File: config.mk
export PLATFORM = sky130hd
export DESIGN_NAME = simon32_64_key_expand
export DESIGN_NICKNAME = d
export VERILOG_FILES = /design/src/rtl/simon32_64_key_expand.sv
export SDC_FILE = /design/constraint.sdc
export NUM_CORES = 2
export LEC_CHECK = 0
export ABC_AREA = 1
export BUFFER_PORTS_ARGS = -buffer_cell sky130_fd_sc_hd__buf_2
export CAP_MARGIN = 30
export CORE_ASPECT_RATIO = 1.75
export CORE_UTILIZATION = 50
export CTS_BUF_LIST = sky130_fd_sc_hd__clkbuf_8 sky130_fd_sc_hd__clkbuf_16
export CTS_CLUSTER_SIZE = 24
export DETAILED_ROUTE_END_ITERATION = 7
export PLACE_DENSITY = 0.68
export SETUP_SLACK_MARGIN = 0.4
export SLEW_MARGIN = 10
export SYNTH_ARGS = -nofsm -noshare
export SYNTH_HDL_FRONTEND = slang
export SYNTH_SLANG_ARGS = --single-unit
File: constraint.sdc
create_clock -name clk -period 6.6 [get_ports clk]
set_clock_uncertainty 0.1 [all_clocks]
set_input_delay 0.33 -clock clk [delete_from_list [all_inputs] [get_ports clk]]
set_output_delay 0.33 -clock clk [all_outputs]
set_load 0.03 [all_outputs]
File: src/rtl/simon32_64_key_expand.sv
// simon32_64_key_expand: iterative Simon32/64 key schedule feeding a round-key register file
module simon32_64_key_expand #(
   parameter int NUM_ROUNDS = 32,
   parameter logic [61:0] Z_SEQ = 62'b11111010001001010110000111001101111101000100101011000011100110
) (
   input  logic        clk,
   input  logic        reset,
   input  logic        key_valid,
   output logic        key_ready,
   input  logic [63:0] key,
   input  logic [5:0]  rk_raddr,
   output logic [15:0] rk_rdata,
   output logic        done
);
   typedef enum logic [1:0] {IDLE, EXPAND, DONE} state_t;
   state_t state, state_nx;
   logic [15:0] rf [64];
   logic [15:0] w0, w1, w2, w3, tmp0, tmp, k_i;
   logic [5:0]  i, zi, zidx;
   logic        accept;
   assign accept = key_valid && key_ready;
   assign tmp0   = {w3[2:0], w3[15:3]} ^ w1;
   assign tmp    = tmp0 ^ {tmp0[0], tmp0[15:1]};
   assign zi     = i - 6'd4;
   assign zidx   = zi >= 6'd62 ? zi - 6'd62 : zi;
   assign k_i    = 16'hFFFC ^ {15'b0, Z_SEQ[6'd61 - zidx]} ^ w0 ^ tmp;
   always_comb begin
      state_nx = accept ? EXPAND : (state == EXPAND && i == 6'(NUM_ROUNDS - 1)) ? DONE : state;
   end
   always_ff @(posedge clk) begin
      if (!reset) state <= IDLE;
      else        state <= state_nx;
   end
   // entries at or above NUM_ROUNDS are never written, so they read back as zero
   always_ff @(posedge clk) begin
      if (!reset) begin
         key_ready <= 1'b0;
         done      <= 1'b0;
         rk_rdata  <= '0;
         i         <= '0;
         w0        <= '0;
         w1        <= '0;
         w2        <= '0;
         w3        <= '0;
         for (int n = 0; n < 64; n++) rf[n] <= '0;
      end else begin
         rk_rdata  <= rf[rk_raddr];
         key_ready <= !accept && state != EXPAND;
         done      <= !accept && state == DONE;
         if (accept) begin
            rf[0] <= key[15:0];
            rf[1] <= key[31:16];
            rf[2] <= key[47:32];
            rf[3] <= key[63:48];
            w0    <= key[15:0];
            w1    <= key[31:16];
            w2    <= key[47:32];
            w3    <= key[63:48];
            i     <= 6'd4;
         end else if (state == EXPAND) begin
            rf[i] <= k_i;
            w0    <= w1;
            w1    <= w2;
            w2    <= w3;
            w3    <= k_i;
            i     <= i + 6'd1;
         end
      end
   end
endmodule

# After elaboration in Yosys (flattened, before gate mapping)
# Memory sizes are Yosys's and may differ from the RTL's. A register that Yosys moved wholly into a read port is not among the register bits.
# Cells that the tools add are included.
# totals
reg_bits,74
ram_bits,1024
rom_bits,64
inputBits,73
output_inout_bits,18
word_cells,70
mem_count,2
# classes
add_sub_neg,4
order_cmp,2
eq_ne,4
muxes,29
n_bitwise,9
n_reduce_logical,10
# memory_table
name,words,word_bits,rd,rd_ports_with_merged_regs,write_ports,line_no,source
rf,64,16,1,1,64,17,logic [15:0] rf [64];
(no name shown),64,1,1,0,0,26,"assign k_i = 16'hFFFC ^ {15'b0, Z_SEQ[6'd61 - zidx]} ^ w0 ^ tmp;"
# ops
operator,n
16-bit two-way mux,13
16-bit XOR,4
16-bit OR reduction,1
1-bit two-way mux,12
6-bit two-way mux,2
"6-bit by 7-bit < comparator with 1-bit output, second input constant",1
"6-bit by 1-bit adder with 6-bit output, second input constant",1
"6-bit by 5-bit == test with 1-bit output, second input constant",1
"6-bit greater-or-equal comparator, second input constant",1
3-bit two-way mux,2
"6-bit by 3-bit subtractor with 6-bit output, second input constant",1
"6-bit subtractor, first input constant",1
"6-bit subtractor, second input constant",1
1-bit logical AND,4
1-bit OR,4
2-bit nonzero test,2
"2-bit by 1-bit == test with 1-bit output, second input constant",1
"2-bit == test, second input constant",1
1-bit logical NOT,2
"2-bit by 1-bit != test with 1-bit output, second input constant",1
2-bit OR reduction,1
1-bit NOT,1

# Depth between registers and ports, before layout
# depth
depth_word,10
mapped_depth,26
mapped_depth_nobuf,23

# Worst setup path before layout
# OpenSTA, ideal clock, no wires.
# synth_path
kind,register -> register
start,reg i[3]
end,mem rf[19][0] (data pin)
setup_ps,259
arrival_ps,2909
required_time_ps,6241
path_slack_ps,3332
path_stages_with_launch,22
path_buffers,3
period_less_slack_ps,3268
cell_sequence,dfxtp_1 > buf_4 > inv_1 > ha_1 > nor2_1 > nand3_2 > nand2_4 > nand3_1 > nand2_2 > inv_1 > ha_1 > or2_2 > nand2_1 > inv_1 > nand2_1 > nand3_1 > nand3_1 > nand3_2 > nand2_4 > buf_8 > buf_8 > nor2_2
# synth_lines
element,line_no,source
start: declaration,19,"logic [5:0] i, zi, zidx;"
start signal: assignment,66,i <= i + 6'd1;
end: declaration,17,

==> flow_metrics.tcl <==
set metrics [dict create \
    synth_cell_type_count 40 \
    antenna_found_initial 1 \
    synth_flop_cell "edfxtp_1" \
    ys_seq_elements 1114 \
    endpoint_kind "flop" \
    dpl_cell_area_um2 50500 \
    io_pins 91 \
    routed_wl_um 151000 \
    clk-insertion-delay-late_ns 0.72 \
    power.density_nw_per_um2 304 \
    cts_htree_levels 3 \
    grt_pass1_wl_um 222000 \
    crit_fanout 43 \
    tightest_slew_ns 1.11 \
    vias 36855 \
    hold_viol 0 \
    grt_pass1_vias 35748 \
    synth_top_area_cell "edfxtp_1" \
    ant_nets 0 \
    cts_made_buffers 99 \
    cts_tree "done" \
    synth_edf_count 1024 \
    clock_sinks 1114 \
    fin_nets 4733 \
    yosysMostFrequentCell "nor2_1" \
    drt_iter0_drc 4083 \
    worstPathArrival_ns 4.65 \
    layout-drive-gt1-share 0.0822 \
    drv_slew 0 \
    layoutNonFillerInstCount 6042 \
    peakVddDrop_mv 0.345 \
    core_um2 97900 \
    place.gp.congestion 1.00 \
    netlist_area_um2 49300 \
    cts_hold_buf 66 \
    setup_tns_ns 0 \
    grt_max_degree 176 \
    antennaDiodeCount 0 \
    max-slew-margin-rel 0.262 \
    hp-class "input port to flop" \
    design_area_um2 54500 \
    maxCapViolations 0 \
    synth_common_cells "1528 x nor2_1, 1024 x edfxtp_1, 601 x o21ai_0" \
    synth.top_cell.area_share 0.624 \
    cts_buffer_depth 3 \
    dieHeight_um 417 \
    initial_core_util 0.503 \
    first_pass_iters 6 \
    synth_warnings 0 \
    cts-resized-gates 0 \
    post_cts_buffers 0 \
    rsz0062_at_grt "false" \
    postSynth.asyncResetShare 0 \
    worstSetupPathType "flop to flop" \
    hpwl_um 92800 \
    fp.dieArea_um2 99900 \
    place_inst 5787 \
    fin_crit_ns 4.40 \
    clkTransAtPathRegs_ns 0.07 \
    required_ns 6.85 \
    setup_viol 0 \
    yosysSeqAreaShare 0.660 \
    postSynthCellCount 4739 \
    gr-total-overflow 0 \
    grtUsageTotal 0.302 \
    synth_area_leaders "edfxtp_1 62%, nor2_1 12%, o21ai_0 6.1%, o221ai_1 4.0%, dfxtp_1 3.7%" \
    status "completed" \
    regArea_um2 32600 \
    drc_errors 0 \
    area_growth_pct 10.6 \
    fmax_ghz 0.227 \
    multi_input_area_um2 14800 \
    wl_per_cell_um 25.0 \
    synth_fp_nets 4823 \
    finalCritPeriodShare 0.666 \
    fillers 8209 \
    cts_root_buf "clkbuf_16" \
    io_buffers 90 \
    p_leak_nw 19.8 \
    die_w_um 239 \
    drt-vias-per-instance 6.10 \
    std_cell_rows 152 \
    startpoint_type "flop" \
    syn_area_per_cell_um2 10.4 \
]
area by class of cell:
cell class	instances	share of cell area
sequential	1114	0.597
multi-input combinational	3110	0.272
clock buffer	108	0.0479
timing repair buffer	227	0.0336
tap	1309	0.0300
clock inverter	77	0.0126
inverter	97	0.00700
per-stage QoR:
stage	power (mW)	utilization	hold slack [ns]	setup WS, ns
2_1_floorplan	9.61	-	0.336	3.33
3_3_place_gp	10.6	0.515	0.355	2.07
3_5_place_dp	10.6	0.516	0.360	2.12
4_1_cts	16.5	0.556	0.0873	2.23
5_1_grt	16.9	0.557	0.151	2.00
6_report	16.6	0.557	0.146	2.20
critical path, cell delays in order (launching register included):
cell	delay, ns
dfxtp_1	0.31
nand2_1	0.18
inv_2	0.20
nor2_2	0.29
inv_2	0.14
nor2_4	0.11
inv_2	0.08
buf_4	0.28
nor2_2	0.87
nand2_1	0.69
nand2_1	0.75
placed cells by master (no fill, tap or decap), drive strengths merged, types with 12 or more instances in the layout:
cell type    synthesis  routed
a21oi               18      18
a31oi               21      21
buf                 41     161
clkbuf             377     108
clkinv               3      37
dfxtp               90      90
dlygate4sd3          0      66
edfxtp            1024    1024
inv                 94     121
nand2              328     328
nand3              192     192
nor2              1545    1545
o211ai              32      32
o21ai              603     603
o221ai             224     224
o22ai               55      55
o311ai              12      12
xnor2               23      23
xor2                25      25
power breakdown:
| part | leakage [nW] | switching [mW] | total [mW] | internal [mW] |
|---|---|---|---|---|
| clock network | 1.70 | 2.66 | 5.95 | 3.29 |
| logic | 6.78 | 2.08 | 2.57 | 0.483 |
| registers | 11.3 | 0.0978 | 8.06 | 7.96 |
registers in the layout, summed over array words and instances, names as in the netlist:
name and flops:
i 6, done 1, w0 16, rk_rdata 16, w1 16, key_ready 1
w2 16, w3 16, rf 1024, state 2
final timing paths:
check,startpoint,endpoint,slack (ns),cells past startpoint
worst max-delay path,key_ready$_SDFF_PN0_,rf[19][3]$_SDFFCE_PN0P_,2.20,10
worst min-delay path,reset,rk_rdata[5]$_SDFF_PN0_,0.15,4
worst max register to register,key_ready$_SDFF_PN0_,rf[19][3]$_SDFFCE_PN0P_,2.20,10
worst min register to register,state[1]$_SDFFE_PP0P_,done$_SDFF_PN0_,0.37,2
per-layer routing:
layer / global-route usage / share of wire / up-vias / routed length, um
met3: 0.0453 / 0.083 / 436 / 12500
met1: 0.338 / 0.33 / 17948 / 50700
li1: - / - / 16488 / -
met4: 0.227 / 0.082 / 2 / 12300
met5: 0 / 0.000059 / - / 9
met2: 0.518 / 0.50 / 1981 / 75800
cells by family after synthesis:
kind of cell / synth area share
buffers and inverters: 0.0407
adders and majority gates: 0.00279
and+or+nand+nor: 0.168
DFF: 0.660
xor gates and xnor gates: 0.00853
AOI/OAI and AO/OA: 0.120
Power figures use the tool's default switching activity.
